===== src/rtl/axi_wr_dispatch.sv =====
// axi_wr_dispatch: steers single outstanding AXI write beats to the FIFO, IRAM or
// WRAM, and shares each RAM write port between AXI beats and engine writes using
// an independent round-robin pointer per RAM. All target-side outputs are registered.
module axi_wr_dispatch #(
  parameter int ADDR_WIDTH  = 11,
  parameter int DATA_WIDTH  = 32,
  parameter int STRB_WIDTH  = 4,
  parameter int FIFO_TO_CYC = 255,
  parameter int TO_CNT_W    = 8
) (
  input  logic                  clk,
  input  logic                  rst_n,
  // AXI write beat side
  input  logic                  axi_wr_vld,
  input  logic [ADDR_WIDTH-1:0] axi_wr_addr,
  input  logic [DATA_WIDTH-1:0] axi_wr_data,
  input  logic [STRB_WIDTH-1:0] axi_wr_strb,
  input  logic [1:0]            axi_wr_region,
  output logic                  fifo_wr_done,
  output logic                  iram_wr_done,
  output logic                  wram_wr_done,
  output logic                  fifo_err,
  // engine write side
  input  logic                  eng_wr_req,
  input  logic                  eng_wr_sel,
  input  logic [ADDR_WIDTH-1:0] eng_wr_addr,
  input  logic [DATA_WIDTH-1:0] eng_wr_data,
  input  logic [STRB_WIDTH-1:0] eng_wr_strb,
  output logic                  eng_wr_gnt,
  // FIFO target
  output logic                  fifo_push,
  output logic [DATA_WIDTH-1:0] fifo_wdata,
  input  logic                  fifo_full,
  // RAM targets
  output logic                  iram_we,
  output logic [ADDR_WIDTH-1:0] iram_addr,
  output logic [DATA_WIDTH-1:0] iram_wdata,
  output logic [STRB_WIDTH-1:0] iram_wstrb,
  output logic                  wram_we,
  output logic [ADDR_WIDTH-1:0] wram_addr,
  output logic [DATA_WIDTH-1:0] wram_wdata,
  output logic [STRB_WIDTH-1:0] wram_wstrb,
  // protocol monitor
  output logic                  proto_err
);

  // RAM index 0 is IRAM (region 01, eng_wr_sel 0), index 1 is WRAM (region 10, eng_wr_sel 1)
  localparam int NRAM = 2;

  typedef enum logic [1:0] {
    ST_IDLE      = 2'd0,
    ST_PEND      = 2'd1,
    ST_FIFO_WAIT = 2'd2
  } state_t;

  state_t                state_reg, state_next;
  logic                  latch_beat;
  logic [ADDR_WIDTH-1:0] beat_addr_reg;
  logic [DATA_WIDTH-1:0] beat_data_reg;
  logic [STRB_WIDTH-1:0] beat_strb_reg;
  logic [1:0]            beat_region_reg;
  logic [TO_CNT_W-1:0]   cnt_reg, cnt_next;

  // pointer bit per RAM: 0 favours AXI, 1 favours the engine
  logic [NRAM-1:0]       ptr_reg, ptr_next;
  logic [NRAM-1:0]       axi_req, eng_req, axi_win, eng_win;

  logic                  fifo_push_next, fifo_done_next, fifo_err_next;
  logic                  fifo_push_reg, fifo_done_reg, fifo_err_reg;
  logic [DATA_WIDTH-1:0] fifo_wdata_reg;
  logic [NRAM-1:0]       ram_we_reg, ram_done_reg;
  logic                  eng_gnt_reg;
  logic                  proto_err_reg;
  logic [ADDR_WIDTH-1:0] ram_addr_reg  [NRAM];
  logic [DATA_WIDTH-1:0] ram_wdata_reg [NRAM];
  logic [STRB_WIDTH-1:0] ram_wstrb_reg [NRAM];

  // Per-RAM arbitration and registered write port
  generate
    for (genvar gi = 0; gi < NRAM; gi++) begin : g_ram
      // a stale request in the cycle its grant is visible is not re-arbitrated
      assign axi_req[gi]  = (state_reg == ST_PEND) && (beat_region_reg == 2'(gi + 1));
      assign eng_req[gi]  = eng_wr_req && !eng_gnt_reg && (eng_wr_sel == 1'(gi));
      assign axi_win[gi]  = axi_req[gi] && (!eng_req[gi] || !ptr_reg[gi]);
      assign eng_win[gi]  = eng_req[gi] && (!axi_req[gi] ||  ptr_reg[gi]);
      // only a contended grant moves the pointer, and it moves to the loser
      assign ptr_next[gi] = (axi_req[gi] && eng_req[gi]) ? axi_win[gi] : ptr_reg[gi];

      // register the winning write; fields hold their last value otherwise
      always_ff @(posedge clk or negedge rst_n) begin
        if (!rst_n) begin
          ram_we_reg[gi]    <= 1'b0;
          ram_addr_reg[gi]  <= '0;
          ram_wdata_reg[gi] <= '0;
          ram_wstrb_reg[gi] <= '0;
        end else begin
          ram_we_reg[gi] <= axi_win[gi] | eng_win[gi];
          if (axi_win[gi]) begin
            ram_addr_reg[gi]  <= beat_addr_reg;
            ram_wdata_reg[gi] <= beat_data_reg;
            ram_wstrb_reg[gi] <= beat_strb_reg;
          end else if (eng_win[gi]) begin
            ram_addr_reg[gi]  <= eng_wr_addr;
            ram_wdata_reg[gi] <= eng_wr_data;
            ram_wstrb_reg[gi] <= eng_wr_strb;
          end
        end
      end
    end
  endgenerate

  // AXI beat FSM: next state, FIFO timeout counter and FIFO-side completion
  always_comb begin
    state_next     = state_reg;
    cnt_next       = cnt_reg;
    latch_beat     = 1'b0;
    fifo_push_next = 1'b0;
    fifo_done_next = 1'b0;
    fifo_err_next  = 1'b0;
    case (state_reg)
      ST_IDLE: begin
        if (axi_wr_vld) begin
          latch_beat = 1'b1;
          state_next = ST_PEND;
        end
      end
      ST_PEND: begin
        case (beat_region_reg)
          2'b00: begin
            if (!fifo_full) begin
              fifo_push_next = 1'b1;
              fifo_done_next = 1'b1;
              state_next     = ST_IDLE;
            end else begin
              cnt_next   = '0;
              state_next = ST_FIFO_WAIT;
            end
          end
          2'b01: if (axi_win[0]) state_next = ST_IDLE;
          2'b10: if (axi_win[1]) state_next = ST_IDLE;
          default: begin
            // invalid region completes as SLVERR without touching any target
            fifo_done_next = 1'b1;
            fifo_err_next  = 1'b1;
            state_next     = ST_IDLE;
          end
        endcase
      end
      ST_FIFO_WAIT: begin
        if (!fifo_full) begin
          fifo_push_next = 1'b1;
          fifo_done_next = 1'b1;
          cnt_next       = '0;
          state_next     = ST_IDLE;
        end else if (cnt_reg == TO_CNT_W'(FIFO_TO_CYC)) begin
          fifo_done_next = 1'b1;
          fifo_err_next  = 1'b1;
          cnt_next       = '0;
          state_next     = ST_IDLE;
        end else begin
          cnt_next = cnt_reg + TO_CNT_W'(1);
        end
      end
      default: state_next = ST_IDLE;
    endcase
  end

  // FSM state, timeout counter and RR pointers
  always_ff @(posedge clk or negedge rst_n) begin
    if (!rst_n) begin
      state_reg <= ST_IDLE;
      cnt_reg   <= '0;
      ptr_reg   <= '0;
    end else begin
      state_reg <= state_next;
      cnt_reg   <= cnt_next;
      ptr_reg   <= ptr_next;
    end
  end

  // capture the beat fields when a beat is accepted in IDLE
  always_ff @(posedge clk or negedge rst_n) begin
    if (!rst_n) begin
      beat_addr_reg   <= '0;
      beat_data_reg   <= '0;
      beat_strb_reg   <= '0;
      beat_region_reg <= '0;
    end else if (latch_beat) begin
      beat_addr_reg   <= axi_wr_addr;
      beat_data_reg   <= axi_wr_data;
      beat_strb_reg   <= axi_wr_strb;
      beat_region_reg <= axi_wr_region;
    end
  end

  // registered completion pulses, FIFO push, grant and sticky protocol error
  always_ff @(posedge clk or negedge rst_n) begin
    if (!rst_n) begin
      fifo_push_reg  <= 1'b0;
      fifo_done_reg  <= 1'b0;
      fifo_err_reg   <= 1'b0;
      fifo_wdata_reg <= '0;
      ram_done_reg   <= '0;
      eng_gnt_reg    <= 1'b0;
      proto_err_reg  <= 1'b0;
    end else begin
      fifo_push_reg <= fifo_push_next;
      fifo_done_reg <= fifo_done_next;
      fifo_err_reg  <= fifo_err_next;
      if (fifo_push_next) fifo_wdata_reg <= beat_data_reg;
      ram_done_reg  <= axi_win;
      eng_gnt_reg   <= |eng_win;
      proto_err_reg <= proto_err_reg | (axi_wr_vld && (state_reg != ST_IDLE));
    end
  end

  assign fifo_push    = fifo_push_reg;
  assign fifo_wdata   = fifo_wdata_reg;
  assign fifo_wr_done = fifo_done_reg;
  assign fifo_err     = fifo_err_reg;
  assign iram_wr_done = ram_done_reg[0];
  assign wram_wr_done = ram_done_reg[1];
  assign eng_wr_gnt   = eng_gnt_reg;
  assign iram_we      = ram_we_reg[0];
  assign iram_addr    = ram_addr_reg[0];
  assign iram_wdata   = ram_wdata_reg[0];
  assign iram_wstrb   = ram_wstrb_reg[0];
  assign wram_we      = ram_we_reg[1];
  assign wram_addr    = ram_addr_reg[1];
  assign wram_wdata   = ram_wdata_reg[1];
  assign wram_wstrb   = ram_wstrb_reg[1];
  assign proto_err    = proto_err_reg;

endmodule


===== config.mk =====
export PLATFORM = sky130hd
export DESIGN_NAME = axi_wr_dispatch
export DESIGN_NICKNAME = d
export VERILOG_FILES = /design/src/rtl/axi_wr_dispatch.sv
export SDC_FILE = /design/constraint.sdc
export NUM_CORES = 1
export LEC_CHECK = 0
export ABC_AREA = 1
export CORE_AREA = 2 2 185 187
export DETAILED_ROUTE_END_ITERATION = 8
export DIE_AREA = 0 0 187 189
export SYNTH_ARGS = -nofsm -noshare
export SYNTH_HDL_FRONTEND = slang
export SYNTH_SLANG_ARGS = --single-unit

===== constraint.sdc =====
create_clock -name clk -period 2.25 [get_ports clk]
set_input_delay 0.225 -clock clk [delete_from_list [all_inputs] [get_ports clk]]
set_output_delay 0.225 -clock clk [all_outputs]
set_load 0.05 [all_outputs]

After elaboration in Yosys (flattened, before gate mapping)

Cells that the tools add are included.

Word-level logic and storage cells: 110
Input bits: 102
Bits in writable memories: 0
Memories: 0
Register bits after elaboration: 196
Memory bits (read-only): 0
Bits in latches: 0

Add/subtract/negate cells: 1
Bitwise logic cells: 4
Muxes and demuxes: 37
Shifts and indexed selects: 0
Multipliers: 0
Order comparisons: 0
Reduce and logical (&&, ||, !) cells: 34
Divide/modulo/power cells: 0
Eq/ne operators: 11

Operator list:

| kind                | count |
|---|---|
| $mux 32             | 4 |
| $mux 11             | 4 |
| $mux 8              | 4 |
| $mux 4              | 4 |
| $pmux 8 s2          | 1 |
| $logic_and 1x1->1   | 12 |
| $mux 2              | 6 |
| $pmux 2 s3          | 2 |
| $ne 3x3->1 const B  | 3 |
| $add 8x1->8 const B | 1 |
| $eq 8x8->1 const B  | 1 |
| $mux 1              | 8 |
| $pmux 1 s2          | 4 |
| $reduce_bool 2->1   | 4 |
| $logic_not 1->1     | 7 |
| $eq 2x1->1 const B  | 2 |
| $eq 2x2->1 const B  | 2 |
| $logic_not 2->1     | 2 |
| $logic_or 1x1->1    | 4 |
| $ne 2x2->1 const B  | 2 |
| $reduce_and 4->1    | 1 |
| $reduce_or 2->1     | 2 |
| $or 1x1->1          | 3 |
| $reduce_and 3->1    | 1 |
| 3 further kinds     | 3 |

Logic depth before layout (Yosys ltp)

Word-level depth: 9
Depth in mapped cells: 11
Gate-level depth less buffers: 10

Worst setup path before layout

OpenSTA, ideal clock, no wires.

Kind: reg-to-reg
Start: register eng_gnt_reg (netlist: eng_wr_gnt)
End: register ram_wdata_reg, in the netlist wram_wdata[22]
Library setup time: 0.131 ns
Buffers on the path: 2
Period minus slack after synthesis: 1.690 ns
Path slack: 0.560 ns
Arrival: 1.559 ns
Cell stages (with the launch flop): 9
Required time: 2.119 ns
Cells stage by stage: dfrtp_1 > inv_1 > nand3_1 > nor2_1 > inv_2 > nand2_2 > buf_2 > buf_6 > o211ai_1

Cells in the longest elaborated chain, start to end: 7
Elaborated cells between the ends (all ways): 9
Those cells by class: mux (1); reduce/logical (8)

Ends and longest elaborated chain:

| item                                                | line | text |
|---|---|---|
| from (decl)                                         | 72   | `logic eng_gnt_reg;` |
| from (signal assigned)                              | 212  | `eng_gnt_reg <= \|eng_win;` |
| $logic_not 1->1 *                                   | 83   | `assign eng_req[gi] = eng_wr_req && !eng_gnt_reg && (eng_wr_sel == 1'(gi));` |
| $logic_and 1x1->1 * (2 in series)                   | 83   |  |
| $logic_not 1->1                                     | 84   | `assign axi_win[gi] = axi_req[gi] && (!eng_req[gi] \|\| !ptr_reg[gi]);` |
| $logic_or 1x1->1                                    | 84   |  |
| $logic_and 1x1->1                                   | 84   |  |
| $mux 32 / $reduce_bool 2->1 (equally long branches) | n/a  |  |
| to (signal, indexed assignment)                     | 100  | `ram_wdata_reg[gi] <= beat_data_reg;` |
| to (signal, indexed assignment)                     | 104  | `ram_wdata_reg[gi] <= eng_wr_data;` |
| to (decl)                                           | 75   | `logic [DATA_WIDTH-1:0] ram_wdata_reg [NRAM];` |

Mark *: on every way between the ends. The rest lies on a longest branch, timed or not.
A chain may end at the register's enable or synchronous reset.

Worst setup path in the final report

Start: register ram_wdata_reg, in the netlist iram_wdata[31]
End: output iram_wdata[31]

RTL lines:

| item      | line | text |
|---|---|---|
| to (decl) | 37   | `output logic [DATA_WIDTH-1:0] iram_wdata,` |

No word-level cell between the ends.

==> flow_summary.toml <==
[timing]
setup_viol = 0
tns_ns = 0
finClkSkew_ns = 0.0177
tightest_slew_ns = 0.624
maxSlewViolCount = 0
slew_headroom_pct = 58.3
min_period_over_period_pct = 85.0
fmax_ghz = 0.523
hold_viol_final = 0
rsz0062_at_grt = "no"
fin_crit_ns = 1.91

[clocking]
clk_latency_ns = 0.43
htreeDepth = 4
cts.sinks = 196
post_cts_buffers = 0
cts_resized = 0
clock_path_buffers = 2
clk_pin_slew_ns = 0.08
cts_root_buf = "clkbuf_16"
cts_made_buffers = 17
cts_tree = "built"

[logic_synthesis]
muxShareOfSynthArea_pct = 2.05
synth_compound_area_share_pct = 11.5
synth_warnings = 0
synth_area_mm2 = 0.00826
synthCells = 862
synth_top_family_by_area = "simple AND/OR/NAND/NOR gates"
ys_ff_latch = 196
synth-xor-area-share_pct = 0.212
seq_area_frac_synth_pct = 59.4
synth_top_area_share_pct = 59.4
synthAdderAreaFrac_pct = 0.758
synth_cell_types = 25
synth_area_leaders = "dfrtp_1, nand2_1, nand3_1"
synth_nets = 969
avgSynthCellArea_um2 = 9.58
synth_top_area_cell = "dfrtp_1"
synth_simple_gate_area_share_pct = 19.7

[floorplan]
fp-row-count = 67
die_w_um = 187
die_area_mm2 = 0.0353
start_util_pct = 24.8
coreArea_mm2 = 0.0333
die_h_um = 189
io_pins = 237

[global_routing]
grt-ovfl-total = 0
grtUsageMet2_pct = 23.8
antenna_found_initial = 1
grtUsageMet3_pct = 3.99
gr-max-usage-layer = "met2"
grt_pass1_vias = 6953
grt_use_total_pct = 14.7
grt_max_degree = 66
use_met1_pct = 19.6
grt_pass1_wl_um = 40600

[worst_setup_path]
cpLargestDelayFamily = "buffers and inverters"
reg2reg_depth = 10
rr_endpoint = "wram_wdata[27]$_DFFE_PN0P_"
crit_path_end_kind = "output port"
worst_setup_path_start_kind = "flip-flop"
worstSetupPathType = "reg2out"
arrival_ns = 1.69
worstPathCellList = "clkdlybuf4s50_1"
critical_path_buf_inv_count = 1
crit_slowest_cell = "clkdlybuf4s50_1"
r2r-start = "state_reg[1]$_DFFE_PN0P_"
max_stage_delay_ns = 0.89
ff2ff_setup_slack_ns = 0.34
crit_fanout = 2
setup.worst_path.start = "iram_wdata[31]$_DFFE_PN0P_"
required_ns = 2.03

[power]
power_w = 0.0202
p_comb_share_pct = 54.4
ir_drop_mv = 0.960
p_int_w = 0.0104
clock_power_share_pct = 15.5
leakage_nw = 5.21
power.density_mw_per_mm2 = 1700
p_seq_share_pct = 30.1
netSwitchingFraction_pct = 48.4
switchingPower_w = 0.00977

[place]
portBuffers = 236
gp_congestion = 0.759
dp_hpwl_um = 17400

[finish]
layout-drive-gt1-share_pct = 8.48
nets = 1191
area_growth_pct = 43.3
n_antenna_cell = 0

[flow_run]
maxCapViolations = 0

[routing]
final_antenna_net_count = 0
drtPass1Iterations = 4
first_iter_violations = 369
drc = 0
wl_um = 25700
viasPerCell = 4.50
routedWlPerCell_um = 16.6
vias = 6955

[outcome]
status = "completed"

[min_path]
min_path_type = "in2async"
## cell families (layout without fill, tap and decap cells)
logic type | Yosys count | count (layout)
flip-flops | 196 | 196
AO/OA/AOI/OAI | 146 | 146
multiplexers | 15 | 15
AND/OR/NAND/NOR | 381 | 381
adder cells (fa/ha/maj) | 5 | 5
XOR/XNOR | 2 | 2
buffers and inverters | 117 | 352
## power groups by stage
stage	clock network, W	logic (W)	registers [W]
6_report	0.00312	0.0110	0.00607
5_1_grt	0.00337	0.0117	0.00628
4_1_cts	0.00323	0.0111	0.00609
3_5_place_dp	0	0.0111	0.00613
3_3_place_gp	0	0.0109	0.00613
2_1_floorplan	0	0.00318	0.00998
## placed cells by master, fill, tap and decap left out, types with 2 or more instances in the layout
master	instances
inv_1	55
inv_8	4
clkinvlp_4	4
nand2_1	186
o211ai_2	10
clkbuf_16	17
xor2_1	2
dfrtp_1	196
nand2_2	3
nor2_1	52
mux2_2	15
ha_1	5
a21oi_1	38
buf_4	9
clkdlybuf4s50_1	235
clkbuf_8	3
buf_12	12
nand4_1	3
clkinv_4	2
inv_6	2
nand2_4	2
o211ai_1	55
nand3_1	133
inv_2	7
o21ai_0	39
## final cells by class
cell class | count | area (um^2)
clock inverters | 13 | 140
clock buffers | 19 | 453
repair buffers | 258 | 2680
fillers | 3372 | 21500
inverters | 62 | 233
well taps | 448 | 561
multi-input cells | 549 | 2850
flip-flops and latches | 196 | 4900
## repair_timing
| item | 4_1_cts | 5_1_grt |
|---|---|---|
| endpoints found under the hold margin | 52 | 0 |
| endpoints found under the setup margin | 0 | 0 |
| hold buffers | 1 | 0 |
## worst max-delay path by stage
stage,cells past startpoint,endpoint
after floorplan,8,wram_wdata[22]$_DFFE_PN0P_
after global placement,8,wram_wdata[2]$_DFFE_PN0P_
after detailed placement,8,wram_wdata[23]$_DFFE_PN0P_
after CTS,8,wram_addr[5]$_DFFE_PN0P_
after global routing,10,wram_wdata[27]$_DFFE_PN0P_
final,1,iram_wdata[31]
## stage by stage
| stage | utilization [%] | instances | hold slack [ns] | cell area, um^2 | worst slack [ns] |
|---|---|---|---|---|---|
| final | 35.5 | 1545 | 0.363 | 11800 | 0.339 |
| after floorplan | - | 862 | -0.0706 | 8260 | 0.560 |
| after global routing | 35.5 | 1545 | 0.384 | 11800 | 0.120 |
| after CTS | 35.5 | 1545 | 0.349 | 11800 | 0.289 |
| after global placement | 33.7 | 1512 | 0.260 | 11200 | 0.315 |
| after detailed placement | 33.7 | 1512 | 0.256 | 11200 | 0.249 |
## synthesized netlist by cell type, drive strengths merged
library cell and instances:
nand4 3, ha 5, o21ai 39, xor2 2
a21oi 38, nor2 52, buf 46, nand3 133
inv 62, dfrtp 196, o21bai 2, o211ai 65
nand2 191, nor3 2, clkbuf 9, mux2 15
o21a 1, a21boi 1
## worst reg2reg max path, delay by kind of cell (launching register included)
kind | cells | cell delay, ns
simple gates | 3 | 0.49
fa+ha+maj | 1 | 0.19
flops | 1 | 0.39
buf+inv | 5 | 0.61
compound gates | 1 | 0.08
## routing by layer
layer / up-vias / part of all wire (%)
met4: 2 / 0.71
met3: 12 / 6.8
li1: 3331 / -
met2: 233 / 47
met1: 3377 / 45
met5: - / 0.051
(Power assumes the default switching activity.)
